$ cat config.mk
export PLATFORM = sky130hd
export DESIGN_NAME = tick_slot_arbiter
export DESIGN_NICKNAME = d
export VERILOG_FILES = /design/src/rtl/tick_arb_pkg.sv /design/src/rtl/tick_slot_arbiter_rr_pick.sv /design/src/rtl/tick_slot_arbiter.sv
export SDC_FILE = /design/constraint.sdc
export NUM_CORES = 1
export LEC_CHECK = 0
export CAP_MARGIN = 30
export CORE_MARGIN = 4
export CORE_UTILIZATION = 49
export CTS_BUF_LIST = sky130_fd_sc_hd__clkbuf_8
export DETAILED_ROUTE_END_ITERATION = 7
export DONT_BUFFER_PORTS = 1
export PLACE_DENSITY = 0.6
export SKIP_CTS_REPAIR_TIMING = 1
export SYNTH_ARGS = -nofsm -noshare
export SYNTH_HDL_FRONTEND = slang
export SYNTH_SLANG_ARGS = --single-unit
$ cat constraint.sdc
create_clock -name iClk -period 4.95 [get_ports iClk]
set_clock_uncertainty 0.2 [all_clocks]
set_input_delay 0.495 -clock iClk [delete_from_list [all_inputs] [get_ports iClk]]
set_output_delay 0.495 -clock iClk [all_outputs]
set_load 0.02 [all_outputs]
$ cat src/rtl/tick_arb_pkg.sv
// Shared types and helpers for the tick/slot arbiter.
// Contents:
//   state_t      FSM encoding (IDLE / RUN / DRAIN)
//   DEF_NREQ     default number of requesters
//   DEF_CNT_W    default divider width
//   pick_t       result of a round-robin search (valid + index)
//   rr_search()  round-robin priority search over up to MAX_NREQ requesters
package tick_arb_pkg;

    typedef enum logic [1:0] {
        ST_IDLE  = 2'd0,
        ST_RUN   = 2'd1,
        ST_DRAIN = 2'd2
    } state_t;

    localparam int DEF_NREQ  = 4;
    localparam int DEF_CNT_W = 4;
    localparam int MAX_NREQ  = 16;
    localparam int IDX_W     = 4;

    typedef struct packed {
        logic             valid;
        logic [IDX_W-1:0] idx;
    } pick_t;

    // Scan req starting at ptr, ascending, wrapping at nreq-1 -> 0.
    // ptr is always < nreq, so a single conditional subtract performs the wrap
    // and handles non-power-of-two requester counts.
    function automatic pick_t rr_search(input logic [MAX_NREQ-1:0] req,
                                        input logic [IDX_W-1:0]    ptr,
                                        input int                  nreq);
        pick_t res;
        int    cand;
        res = '0;
        for (int i = 0; i < MAX_NREQ; i++) begin
            if (i < nreq) begin
                cand = int'(ptr) + i;
                if (cand >= nreq) begin
                    cand = cand - nreq;
                end
                if (!res.valid && req[cand[IDX_W-1:0]]) begin
                    res.valid = 1'b1;
                    res.idx   = cand[IDX_W-1:0];
                end
            end
        end
        return res;
    endfunction

endpackage

$ cat src/rtl/tick_slot_arbiter_rr_pick.sv
// rr_pick: combinational round-robin picker.
// Ports:
//   req    per-requester request vector
//   ptr    highest-priority index for this search
//   gnt    one-hot grant (all zero when nothing requested)
//   idx    index of the granted requester
//   valid  a requester was found
module rr_pick
    import tick_arb_pkg::*;
#(
    parameter int NREQ  = DEF_NREQ,
    parameter int PTR_W = 2
) (
    input  logic [NREQ-1:0]  req,
    input  logic [PTR_W-1:0] ptr,
    output logic [NREQ-1:0]  gnt,
    output logic [PTR_W-1:0] idx,
    output logic             valid
);

    pick_t sel;

    always_comb begin
        sel   = rr_search(MAX_NREQ'(req), IDX_W'(ptr), NREQ);
        valid = sel.valid;
        idx   = sel.idx[PTR_W-1:0];
        gnt   = sel.valid ? (NREQ'(1) << sel.idx) : '0;
    end

endmodule

$ cat src/rtl/tick_slot_arbiter.sv
// tick_slot_arbiter: programmable clock-enable generator whose every tick is
// handed to one requester by round-robin arbitration.
// Ports:
//   iClk   system clock (rising edge)
//   iRst   synchronous active-high reset
//   iEn    run request (level)
//   iDiv   period minus one; sampled at IDLE->RUN and at each tick
//   iReq   per-requester slot requests
//   oTick  one-cycle pulse at the end of each period
//   oGnt   one-hot grant, only during the oTick cycle
//   oBusy  high whenever not IDLE
//
// state    | meaning
// ST_IDLE  | stopped, counter parked at 0, no ticks
// ST_RUN   | counting periods and ticking while iEn is high
// ST_DRAIN | iEn dropped mid-period; finish the period with one last tick
module tick_slot_arbiter
    import tick_arb_pkg::*;
#(
    parameter int NREQ  = DEF_NREQ,
    parameter int CNT_W = DEF_CNT_W,
    parameter int PTR_W = 2
) (
    input  logic             iClk,
    input  logic             iRst,
    input  logic             iEn,
    input  logic [CNT_W-1:0] iDiv,
    input  logic [NREQ-1:0]  iReq,
    output logic             oTick,
    output logic [NREQ-1:0]  oGnt,
    output logic             oBusy
);

    state_t           state, state_nxt;
    logic [CNT_W-1:0] rCnt, cnt_nxt;
    logic [CNT_W-1:0] rDiv, div_nxt;
    logic [PTR_W-1:0] rPtr, ptr_nxt;
    logic             tick;
    logic [NREQ-1:0]  pick_gnt;
    logic [PTR_W-1:0] pick_idx;
    logic             pick_valid;

    rr_pick #(
        .NREQ  (NREQ),
        .PTR_W (PTR_W)
    ) u_pick (
        .req   (iReq),
        .ptr   (rPtr),
        .gnt   (pick_gnt),
        .idx   (pick_idx),
        .valid (pick_valid)
    );

    // Tick decoded purely from registers so it never depends on iReq.
    assign tick  = (state != ST_IDLE) && (rCnt == rDiv);
    assign oTick = tick;
    assign oGnt  = tick ? pick_gnt : '0;
    assign oBusy = (state != ST_IDLE);

    always_comb begin
        state_nxt = state;
        cnt_nxt   = rCnt;
        div_nxt   = rDiv;
        ptr_nxt   = rPtr;

        if (tick && pick_valid) begin
            ptr_nxt = (pick_idx == PTR_W'(NREQ - 1)) ? '0 : pick_idx + 1'b1;
        end

        case (state)
            ST_IDLE: begin
                cnt_nxt = '0;
                if (iEn) begin
                    div_nxt   = iDiv;
                    state_nxt = ST_RUN;
                end
            end
            ST_RUN, ST_DRAIN: begin
                if (tick) begin
                    cnt_nxt   = '0;
                    div_nxt   = iDiv;
                    state_nxt = iEn ? ST_RUN : ST_IDLE;
                end else begin
                    cnt_nxt   = rCnt + 1'b1;
                    // DRAIN and RUN count identically; only the label changes,
                    // so re-asserting iEn in DRAIN leaves rCnt untouched.
                    state_nxt = iEn ? ST_RUN : ST_DRAIN;
                end
            end
            default: begin
                state_nxt = ST_IDLE;
                cnt_nxt   = '0;
            end
        endcase
    end

    always_ff @(posedge iClk) begin
        if (iRst) begin
            state <= ST_IDLE;
            rCnt  <= '0;
            rDiv  <= '0;
            rPtr  <= '0;
        end else begin
            state <= state_nxt;
            rCnt  <= cnt_nxt;
            rDiv  <= div_nxt;
            rPtr  <= ptr_nxt;
        end
    end

endmodule

==> flow_metrics.tcl <==
set metrics [dict create \
    dieWidth_um 52.3 \
    insertion_delay_ns 0.24 \
    ctsRootBufferMaster "clkbuf_8" \
    syn_area_um2 963 \
    critPathRequiredTime_ns 4.26 \
    htreeDepth 1 \
    startpoint "rPtr[0]" \
    yosys_register_bits 12 \
    syn_inst 111 \
    n_antenna_cell 0 \
    fin_crit_sh_pct 80.2 \
    grt_max_degree 14 \
    path_class "register to output port" \
    dieArea_um2 2740 \
    cts_buffer_depth 2 \
    p_leak_nw 0.410 \
    area.growth.synth_to_final_pct 6.49 \
    dpl.cell_count 132 \
    final.setup.tns_ns 0 \
    synth_top_flop_cell "dfxtp_1" \
    cts_tree "done" \
    synthArstFlopShare_pct 0 \
    drtPass1Iterations 4 \
    grt_pass1_wl_um 3280 \
    synth_nets 128 \
    path_clk_slew_ns 0.05 \
    synthTopCellsByCount "nor2_1, dfxtp_1, inv_1, mux2i_1, ha_1" \
    core_region_area_um2 1800 \
    nets 129 \
    vdd_drop_max_v 0.000192 \
    die_h_um 52.3 \
    synth_area_leaders "dfxtp_1, ha_1, mux2i_1" \
    cts.sinks 12 \
    register_area_um2 240 \
    dp_hpwl_um 1450 \
    initialDrtViolationCount 16 \
    drive_above_1_share_pct 15.3 \
    grt_pass1_vias 739 \
    r2r-start "rPtr[0]" \
    synth-edff-count 0 \
    core.rowCount 15 \
    drtAntennaViolNets 0 \
    grtUsageTotal_pct 16.5 \
    min_path_type "input port to register" \
    cp.arrival_ns 3.27 \
    ys_types 40 \
    critPathMaxFanout 13 \
    drv_slew 0 \
    routed_wirelength_um 1900 \
    finalCriticalPeriod_ns 3.97 \
    multi_input_area_um2 661 \
    slew-limit-headroom_pct 67.6 \
    yosysWarnings 0 \
    routedWlPerCell_um 13.9 \
    critPathLaunchType "register" \
    synth_most_common_cell "nor2_1" \
    gp_congestion 0.848 \
    finalPower_uw 325 \
    hold_path.startpoint "iRst" \
    synth_largest_area_cell "dfxtp_1" \
    syn_avg_cell_area_um2 8.68 \
    final_util_pct 56.9 \
    vias_per_cell 5.54 \
    io_pins 17 \
    drc 0 \
    status "complete, no violations" \
    rsz0062_at_grt "false" \
    synth_top_area_share_pct 24.9 \
    max_freq_mhz 252 \
    numCtsBuffers 3 \
    fillers 183 \
    end_kind "output port" \
    finalSetupViolations 0 \
    timing_hold_violations_final 0 \
    initial_core_util_pct 53.5 \
    grt_overflow_total 0 \
    power_density_nw_per_um2 317 \
    yosysSeqAreaShare_pct 24.9 \
    fin_cells 136 \
    antenna_found_initial 0 \
    vias 754 \
    io_buffers 0 \
    tightest_slew_ns 0.485 \
    maxCapViolations 0 \
]
==> stage by stage <==
| step | hold slack, ns | setup slack (ns) | area [µm²] |
|---|---|---|---|
| after CTS | 0.107 | 0.965 | 1030 |
| after global routing | 0.110 | 0.763 | 1030 |
| final | 0.114 | 0.981 | 1030 |
| after detailed placement | 0.274 | 1.24 | 971 |
| after floorplan | 0.241 | 1.66 | 963 |
| after global placement | 0.266 | 1.32 | 962 |
==> sequential cells by signal (all words and copies together) (netlist names) <==
register  count
rDiv          4
rPtr          2
state         2
rCnt          4
==> logic make-up (layout without fill, tap and decap cells) <==
kind of cell    count (synthesis)  count (layout)  synth area share (%)
flops                          12              12                  24.9
fa+ha+maj                       6               6                  7.79
simple gates                   40              40                  20.7
mux                            14              14                  17.3
buf+inv                        14              14                  6.49
xor+xnor                        7               7                  6.36
compound gates                 18              18                  16.5
==> metal layers <==
layer | share of wire [%] | global-route usage (%)
met5 | 0 | 0
met2 | 43 | 22.9
met1 | 49 | 21.6
met3 | 5.3 | 5.41
met4 | 2.5 | 10.2
==> final timing paths <==
| check | to | depth (start not counted) | slack, ns |
|---|---|---|---|
| setup / recovery | oGnt[0] | 7 | 0.98 |
| hold / removal | state[0] | 1 | 0.11 |
| setup reg to reg | rPtr[1] | 8 | 1.80 |
| hold reg to reg | rCnt[0] | 1 | 0.28 |
==> critical path: stages (launching register included) <==
cell       delay [ns]
dfxtp_1          0.62
inv_1            0.18
ha_1             0.55
mux4_2           0.61
a21oi_2          0.14
a2bb2oi_2        0.21
or3b_1           0.39
nor2_1           0.32
==> where the power goes <==
part,switching (mW),total (mW),internal [mW]
combinational,0.0558,0.105,0.0490
clock,0.0368,0.107,0.0703
sequential,0.00995,0.113,0.103
total,0.103,0.325,0.223
==> placed cells by master (no fill, tap or decap), types with 2 or more instances in the layout <==
cell type / synthesis / final
clkbuf_8: 0 / 4
nand2_1: 5 / 5
o21ai_1: 2 / 2
mux2i_1: 7 / 7
nand3b_1: 3 / 3
and2_1: 2 / 2
mux2_2: 2 / 2
a2111oi_2: 2 / 2
nor3_1: 3 / 3
nor2_1: 17 / 17
dfxtp_1: 12 / 12
nand3_1: 2 / 2
ha_1: 6 / 6
mux2_1: 2 / 2
nor4_1: 2 / 2
or3b_1: 2 / 2
inv_1: 8 / 8
xnor2_1: 3 / 3
xor2_1: 4 / 4
a21oi_1: 4 / 4
==> layout make-up <==
cell class | instances | area share, %
flip-flops and latches | 12 | 23.4
clock buffers | 4 | 5.37
multi-input cells | 85 | 64.4
inverters | 8 | 2.93
well taps | 25 | 3.05
repair buffers | 2 | 0.854
No activity file was read; power rests on OpenSTA's default activity.
